File: src/rtl/read_stream_engine.sv
// rtl/read_stream_engine.sv - credit-limited strided read issuer with FWFT response buffer and output stream
module read_stream_engine #(
  parameter int DATA_WIDTH = 64,
  parameter int ADDR_WIDTH = 32,
  parameter int LEN_WIDTH  = 32,
  parameter int FIFO_DEPTH = 8
) (
  input  logic                  CLK,
  input  logic                  RSTN,
  input  logic                  START,
  input  logic [ADDR_WIDTH-1:0] START_ADDR,
  input  logic [ADDR_WIDTH-1:0] STRIDE,
  input  logic [LEN_WIDTH-1:0]  LENGTH,
  input  logic                  ABORT,
  output logic                  BUSY,
  output logic                  DONE,
  output logic                  ABORTED,
  output logic                  ERR,
  output logic [LEN_WIDTH-1:0]  REQ_COUNT,
  output logic [LEN_WIDTH-1:0]  RSP_COUNT,
  output logic                  RREQ,
  output logic [ADDR_WIDTH-1:0] RADDR,
  input  logic                  RVALID,
  input  logic [DATA_WIDTH-1:0] RDATA,
  output logic                  M_VALID,
  output logic [DATA_WIDTH-1:0] M_DATA,
  output logic                  M_LAST,
  input  logic                  M_READY
);

  localparam int PW = $clog2(FIFO_DEPTH);
  localparam int CW = PW + 1;

  typedef enum logic [1:0] {IDLE, ISSUE, DRAIN, FINISH} state_t;

  state_t                state_q, state_d;
  logic [LEN_WIDTH-1:0]  len_q, len_d, req_q, req_d, rsp_q, rsp_d, dlv_q, dlv_d;
  logic [ADDR_WIDTH-1:0] stride_q, stride_d, next_addr_q, next_addr_d, raddr_q, raddr_d;
  logic                  rreq_q, rreq_d, err_q, err_d, abort_flag_q, abort_flag_d;
  logic                  done_q, done_d, aborted_q, aborted_d, busy_q, busy_d;
  logic [DATA_WIDTH-1:0] mem_q [FIFO_DEPTH];
  logic [DATA_WIDTH-1:0] mem_d [FIFO_DEPTH];
  logic [PW-1:0]         wr_ptr_q, wr_ptr_d, rd_ptr_q, rd_ptr_d;
  logic [CW-1:0]         cnt_q, cnt_d;
  logic                  start_ok, fifo_wr, fifo_rd, credit_ok;
  logic [LEN_WIDTH:0]    in_use;

  // Shared strobes: a response is only accepted while a read is outstanding, and
  // a new read is only allowed while in-flight plus buffered leaves a free slot.
  always_comb begin
    start_ok  = (state_q == IDLE) && START;
    fifo_wr   = RVALID && (req_q != rsp_q);
    fifo_rd   = (cnt_q != '0) && M_READY;
    in_use    = {1'b0, req_q - rsp_q} + (LEN_WIDTH+1)'(cnt_q);
    credit_ok = in_use < (LEN_WIDTH+1)'(FIFO_DEPTH);
  end

  // Next-state, request issue and completion signalling; a request is counted
  // in the same cycle it becomes visible on RREQ.
  always_comb begin
    state_d      = state_q;
    len_d        = len_q;
    stride_d     = stride_q;
    next_addr_d  = next_addr_q;
    req_d        = req_q;
    rreq_d       = 1'b0;
    raddr_d      = '0;
    abort_flag_d = abort_flag_q;
    done_d       = 1'b0;
    aborted_d    = 1'b0;
    case (state_q)
      IDLE: begin
        if (START) begin
          len_d        = LENGTH;
          stride_d     = STRIDE;
          abort_flag_d = 1'b0;
          req_d        = '0;
          if (LENGTH == '0) begin
            state_d = FINISH;
          end else begin
            state_d     = ISSUE;
            rreq_d      = 1'b1;
            raddr_d     = START_ADDR;
            next_addr_d = START_ADDR + STRIDE;
            req_d       = LEN_WIDTH'(1);
          end
        end
      end
      ISSUE: begin
        if (req_q == len_q) begin
          state_d = DRAIN;
        end else if (ABORT) begin
          abort_flag_d = 1'b1;
          state_d      = DRAIN;
        end else if (credit_ok) begin
          rreq_d      = 1'b1;
          raddr_d     = next_addr_q;
          next_addr_d = next_addr_q + stride_q;
          req_d       = req_q + LEN_WIDTH'(1);
        end
      end
      DRAIN: begin
        if ((rsp_q == req_q) && (cnt_q == '0)) state_d = FINISH;
      end
      FINISH: begin
        done_d    = 1'b1;
        aborted_d = abort_flag_q;
        state_d   = IDLE;
      end
      default: state_d = IDLE;
    endcase
    busy_d = (state_d != IDLE);
  end

  // Response buffer, response/delivery counters and the sticky stray-response flag.
  always_comb begin
    mem_d    = mem_q;
    wr_ptr_d = wr_ptr_q;
    rd_ptr_d = rd_ptr_q;
    rsp_d    = rsp_q;
    dlv_d    = dlv_q;
    err_d    = err_q;
    if (start_ok) begin
      rsp_d = '0;
      dlv_d = '0;
      err_d = 1'b0;
    end
    if (fifo_wr) begin
      mem_d[wr_ptr_q] = RDATA;
      wr_ptr_d        = wr_ptr_q + PW'(1);
      rsp_d           = rsp_q + LEN_WIDTH'(1);
    end else if (RVALID) begin
      err_d = 1'b1;
    end
    if (fifo_rd) begin
      rd_ptr_d = rd_ptr_q + PW'(1);
      dlv_d    = dlv_q + LEN_WIDTH'(1);
    end
    cnt_d = cnt_q + CW'(fifo_wr) - CW'(fifo_rd);
  end

  // State register; reset discards the transfer and buffer without a DONE pulse.
  always_ff @(posedge CLK) begin
    if (!RSTN) begin
      state_q      <= IDLE;
      len_q        <= '0;
      stride_q     <= '0;
      next_addr_q  <= '0;
      req_q        <= '0;
      rsp_q        <= '0;
      dlv_q        <= '0;
      rreq_q       <= 1'b0;
      raddr_q      <= '0;
      err_q        <= 1'b0;
      abort_flag_q <= 1'b0;
      done_q       <= 1'b0;
      aborted_q    <= 1'b0;
      busy_q       <= 1'b0;
      wr_ptr_q     <= '0;
      rd_ptr_q     <= '0;
      cnt_q        <= '0;
      for (int i = 0; i < FIFO_DEPTH; i++) mem_q[i] <= '0;
    end else begin
      state_q      <= state_d;
      len_q        <= len_d;
      stride_q     <= stride_d;
      next_addr_q  <= next_addr_d;
      req_q        <= req_d;
      rsp_q        <= rsp_d;
      dlv_q        <= dlv_d;
      rreq_q       <= rreq_d;
      raddr_q      <= raddr_d;
      err_q        <= err_d;
      abort_flag_q <= abort_flag_d;
      done_q       <= done_d;
      aborted_q    <= aborted_d;
      busy_q       <= busy_d;
      wr_ptr_q     <= wr_ptr_d;
      rd_ptr_q     <= rd_ptr_d;
      cnt_q        <= cnt_d;
      mem_q        <= mem_d;
    end
  end

  // The last element is only known once issuing has stopped (count reached or aborted).
  always_comb begin
    BUSY      = busy_q;
    DONE      = done_q;
    ABORTED   = aborted_q;
    ERR       = err_q;
    REQ_COUNT = req_q;
    RSP_COUNT = rsp_q;
    RREQ      = rreq_q;
    RADDR     = raddr_q;
    M_VALID   = (cnt_q != '0);
    M_DATA    = M_VALID ? mem_q[rd_ptr_q] : '0;
    M_LAST    = M_VALID && (dlv_q == req_q - LEN_WIDTH'(1)) &&
                ((state_q != ISSUE) || (req_q == len_q));
  end

endmodule

File: config.mk
export PLATFORM = sky130hd
export DESIGN_NAME = read_stream_engine
export DESIGN_NICKNAME = d
export VERILOG_FILES = /design/src/rtl/read_stream_engine.sv
export SDC_FILE = /design/constraint.sdc
export NUM_CORES = 2
export LEC_CHECK = 0
export ABC_AREA = 0
export BUFFER_PORTS_ARGS = -buffer_cell sky130_fd_sc_hd__clkbuf_2
export CAP_MARGIN = 10
export CORE_AREA = 8 8 322 324
export CTS_CLUSTER_DIAMETER = 40
export DETAILED_ROUTE_END_ITERATION = 8
export DIE_AREA = 0 0 330 332
export PLACE_DENSITY = 0.61
export REMOVE_ABC_BUFFERS = 1
export SYNTH_ARGS = -nofsm -noshare
export SYNTH_HDL_FRONTEND = slang
export SYNTH_SLANG_ARGS = --single-unit
File: constraint.sdc
create_clock -name CLK -period 7.4 [get_ports CLK]
set_input_delay 0.74 -clock CLK [delete_from_list [all_inputs] [get_ports CLK]]
set_output_delay 0.74 -clock CLK [all_outputs]
set_load 0.05 [all_outputs]
## Word-level counts from Yosys, hierarchy flattened

Index checks and enable logic that the tools add are counted.

| storage, ports and cells | value |
|---|---|
| register bits after elaboration | 754 |
| input port bits | 166 |
| output and inout port bits | 167 |
| word-level logic and storage cells | 126 |

| cells by class | value |
|---|---|
| add/sub/neg operators | 12 |
| magnitude comparators | 4 |
| equality and inequality tests | 14 |
| mux-type cells | 48 |
| bitwise logic cells | 2 |
| reduce and logical (&&, ||, !) cells | 21 |

Operators by type and width:

| operator | count |
|---|---|
| $mux W32 | 17 |
| $bwmux W512 | 1 |
| $mux W64 | 4 |
| $bmux W64 S3 | 1 |
| $demux W64 S3 | 1 |
| $pmux W32 S2 | 3 |
| $add A32 B1 Y32 const B | 3 |
| $eq A32 B32 Y1 | 3 |
| $add A32 B32 Y32 | 2 |
| $add A32 B4 Y33 | 1 |
| $lt A33 B4 Y1 const B | 1 |
| $logic_not A32 Y1 | 1 |
| $ne A32 B32 Y1 | 1 |
| $sub A32 B1 Y32 const B | 1 |
| $sub A32 B32 Y32 | 1 |
| $mux W1 | 13 |
| $ne A2 B2 Y1 const B | 6 |
| $mux W2 | 5 |
| $ge A4 B4 Y1 const B | 2 |
| $not A3 Y4 | 2 |
| $pmux W2 S4 | 1 |
| $reduce_bool A2 Y1 | 4 |
| $logic_and A1 B1 Y1 | 7 |
| $add A3 B1 Y3 const B | 2 |
| 15 further kinds | 18 |

## Logic depth before layout (Yosys ltp)

| depth | value |
|---|---|
| depth after elaboration | 7 |
| mapped depth | 20 |
| mapped depth without buffers | 17 |

## Least setup slack after synthesis

OpenSTA, ideal clock, no wires.

| path | value |
|---|---|
| path type | register to output |
| from | register req_q[9] (netlist: REQ_COUNT[9]) |
| to | output port M_LAST |
| arrival time | 5.052 ns |
| data required time | 6.660 ns |
| slack | 1.608 ns |
| cell stages (with the launch flop) | 14 |
| path buffers | 1 |
| cell sequence | dfxtp_1 clkbuf_1 nor2_1 or4b_2 or3_1 or3_1 nor2_1 nand2_1 nor4_1 nand2_1 nor3_1 xnor2_1 a2111oi_0 nor4b_1 |

| between the ends | value |
|---|---|
| cells in the longest elaborated chain, start to end | 4 |
| elaborated cells between the ends (all ways) | 6 |

Ends and longest elaborated chain:

| what | RTL line | RTL |
|---|---|---|
| from (decl) | 37 | `logic [LEN_WIDTH-1:0] len_q, len_d, req_q, req_d, rsp_q, rsp_d, dlv_q, dlv_d;` |
| from (signal assigned) | 168 | `req_q <= req_d;` |
| $sub A32 B1 Y32 | 197 | `M_LAST = M_VALID && (dlv_q == req_q - LEN_WIDTH'(1)) &&` |
| $eq A32 B32 Y1 | 197 |  |
| $logic_and A1 B1 Y1 | 197 |  |
| $logic_and A1 B1 Y1 (*) | 197 |  |
| to (decl) | 27 | `output logic M_LAST,` |

Mark *: on every way between the ends. The rest lies on a longest branch, timed or not.

## Worst setup path in the final report

Same ends and word-level chain as after synthesis.

==> results_dict.tcl <==
set metrics [dict create \
    global_route.overflow_total 0 \
    holdWs_ps 271 \
    worst_setup_path_end_kind "output port" \
    h-tree-depth 3 \
    synth-edff-count 0 \
    fp-row-count 116 \
    unrepaired_setup_endpoints_after_global_routing "no" \
    required_ps 6660 \
    synth_seq_cells 754 \
    rel_slew_slack 0.209 \
    clock.fmax_ghz 0.169 \
    residual_drc 0 \
    ant_nets 0 \
    vdd.ir_drop.worst_v 0.000276 \
    critical_path.max_fanout 11 \
    netlist_top_cells_area "sky130_fd_sc_hd__dfxtp_1 39%, sky130_fd_sc_hd__nand2_1 13%, sky130_fd_sc_hd__a21oi_1 9.8%" \
    vias 35700 \
    cts_tree "done" \
    syn-instance-count 4895 \
    crit_arrival_ps 5170 \
    initial_core_util 0.394 \
    final-max-slew-violation-count 0 \
    design.die.area_um2 110000 \
    setup.worst_path.class "flip-flop to output port" \
    main_flop_type_after_synthesis "sky130_fd_sc_hd__dfxtp_1" \
    post_cts_resized 0 \
    synth_common_cells "1339 x sky130_fd_sc_hd__nand2_1, 760 x sky130_fd_sc_hd__a21oi_1, 754 x sky130_fd_sc_hd__dfxtp_1, 276 x sky130_fd_sc_hd__clkbuf_1, 264 x sky130_fd_sc_hd__nor2_1" \
    syn_area_per_cell_um2 7.96 \
    ys_seq_area_frac 0.387 \
    outcome "finished clean" \
    grt_start_max_net_pins 234 \
    placement.io_buffers 332 \
    drtPass1Iterations 6 \
    p_leak_uw 0.0166 \
    max_cap_viol_count 0 \
    yosysTopAreaCellShare 0.387 \
    first_global_vias 34100 \
    power_density_of_the_placed_cells_nw_per_um2 284 \
    layout_overhead_on_the_synthesized_area_pct 16.9 \
    hold_path_class "input pin to flip-flop" \
    avgViaCountPerCell 5.56 \
    drive_above_1_share 0.154 \
    timing.final.crit_share 0.798 \
    clk_latency_ps 730 \
    clock-sinks 754 \
    clk_path_buf_depth 3 \
    drt_iter0_drc 2775 \
    final_design_area_no_fill_um2 45600 \
    cts.repair_timing.setup_buffer_count 0 \
    clk_root_buffer_cell "sky130_fd_sc_hd__clkbuf_16" \
    std_cell_core_area_um2 99000 \
    finalWirelength_um 129000 \
    num-fill-cells 9691 \
    finish.utilization 0.460 \
    ys_types 87 \
    grt_antenna_before_repair 22 \
    finalSetupViolCount 0 \
    place_area_um2 41100 \
    cts.reportedPaths.clkPinSlew_ps 50 \
    timing.critical_path.from_type "flip-flop" \
    gr_usage_total 0.226 \
    synthesis.yosys.warnings 0 \
    routabilityCongestion 0.909 \
    final_period_minus_worst_setup_slack_ps 5910 \
    finClkSkew_ps 50.2 \
    drt-wirelength-per-cell_um 20.1 \
    post-dp-hpwl_um 81100 \
    chipHeight_um 332 \
    syn_area_um2 39000 \
    layout.area.seq_um2 15100 \
    number_of_nets_in_the_layout 5279 \
    clock_buffer_count_from_cts 119 \
    yosys.area.top_type "sky130_fd_sc_hd__dfxtp_1" \
    grt_first_pass_wirelength_um 199000 \
    yosys.cell_count.top_type "sky130_fd_sc_hd__nand2_1" \
    top_level_ports 333 \
    finalPower_uw 12900 \
    worst_pin_slew_ps 1190 \
    holdBufCountCts 0 \
    multiInputGateArea_um2 21900 \
    timing.final.hold_violations 0 \
    postSynth.asyncResetShare 0 \
    die_x_um 330 \
]
worst max-delay path, stage by stage (launching register included):
cell                        delay, ps
sky130_fd_sc_hd__dfxtp_1          460
sky130_fd_sc_hd__nor2_1           190
sky130_fd_sc_hd__or4b_2           630
sky130_fd_sc_hd__or3_1            430
sky130_fd_sc_hd__or3_1            360
sky130_fd_sc_hd__nor2_1           240
sky130_fd_sc_hd__nand2_1          160
sky130_fd_sc_hd__nor4_1           340
sky130_fd_sc_hd__nand2_1          110
sky130_fd_sc_hd__nor3_1           190
sky130_fd_sc_hd__xnor2_1          100
sky130_fd_sc_hd__a2111oi_0        280
sky130_fd_sc_hd__nor4b_1          590
sky130_fd_sc_hd__clkbuf_2         400
per-layer routing:
layer  global-route usage  share of wire
met3               0.0458          0.071
met1                0.298           0.43
met5                    0        0.00054
met2                0.358           0.46
met4               0.0978          0.038
state kept, by name, summed over array words and instances (netlist names), 4 cells and up:
| name | cells |
|---|---|
| mem_q | 512 |
| RADDR | 32 |
| REQ_COUNT | 32 |
| RSP_COUNT | 32 |
| dlv_q | 32 |
| len_q | 32 |
| next_addr_q | 32 |
| stride_q | 32 |
| cnt_q | 4 |
cell families after synthesis:
logic type      share of synthesized area
mux                                0.0980
flops                               0.387
fa+ha+maj                          0.0364
simple gates                        0.222
xor+xnor                           0.0326
buf+inv                            0.0534
compound gates                      0.171
layout make-up:
type / instances / share of cell area
Antenna cell: 17 / 0.000934
Multi-Input combinational cell: 3656 / 0.481
Tap cell: 1298 / 0.0356
Clock buffer: 143 / 0.0702
Sequential cell: 754 / 0.332
Inverter: 87 / 0.00733
Timing Repair Buffer: 384 / 0.0461
Clock inverter: 80 / 0.0269
layout by cell type (no fill, tap or decap), types with 13 or more instances in the layout:
cell type,instances
sky130_fd_sc_hd__nand2_1,1337
sky130_fd_sc_hd__a21oi_1,760
sky130_fd_sc_hd__dfxtp_1,751
sky130_fd_sc_hd__clkbuf_2,332
sky130_fd_sc_hd__nor2_1,261
sky130_fd_sc_hd__mux4_2,128
sky130_fd_sc_hd__clkbuf_16,120
sky130_fd_sc_hd__ha_1,107
sky130_fd_sc_hd__xnor2_1,101
sky130_fd_sc_hd__nand3_1,93
sky130_fd_sc_hd__o21ai_0,91
sky130_fd_sc_hd__mux2i_1,89
sky130_fd_sc_hd__inv_1,85
sky130_fd_sc_hd__nor3_1,51
sky130_fd_sc_hd__buf_4,48
sky130_fd_sc_hd__xor2_1,44
sky130_fd_sc_hd__nand4_1,43
sky130_fd_sc_hd__and3_1,42
sky130_fd_sc_hd__a22oi_1,36
sky130_fd_sc_hd__or3_1,35
sky130_fd_sc_hd__a211oi_1,35
sky130_fd_sc_hd__a21o_1,35
sky130_fd_sc_hd__and2_1,28
sky130_fd_sc_hd__o21a_1,28
sky130_fd_sc_hd__nor4_1,24
sky130_fd_sc_hd__a31oi_1,24
sky130_fd_sc_hd__bufinv_16,22
sky130_fd_sc_hd__nand2b_1,20
sky130_fd_sc_hd__diode_2,17
sky130_fd_sc_hd__and4_1,17
sky130_fd_sc_hd__a311oi_1,16
sky130_fd_sc_hd__o211ai_1,15
sky130_fd_sc_hd__clkinvlp_4,14
sky130_fd_sc_hd__clkinv_4,13
stage by stage:
step	instances	worst slack, ps	setup TNS (ps)
after floorplan	4497	-7230	-2419420
after global placement	6179	2100	0
after detailed placement	6179	1910	0
after CTS	6402	1580	0
after global routing	6413	1190	0
final	6419	1490	0
where the power goes:
group          total, uW  switching [uW]  internal [uW]
sequential          4430             209           4220
clock               6070            2180           3890
combinational       2430            1590            833
final timing paths:
path         slack (ps)         start           to  cells past startpoint
min                 270     STRIDE[8]  stride_q[8]                      3
max                1490  REQ_COUNT[9]       M_LAST                     13
max reg2reg        1850  REQ_COUNT[0]    RADDR[27]                     17
min reg2reg         450    mem_q[343]   mem_q[343]                      2
(Power assumes the default switching activity.)
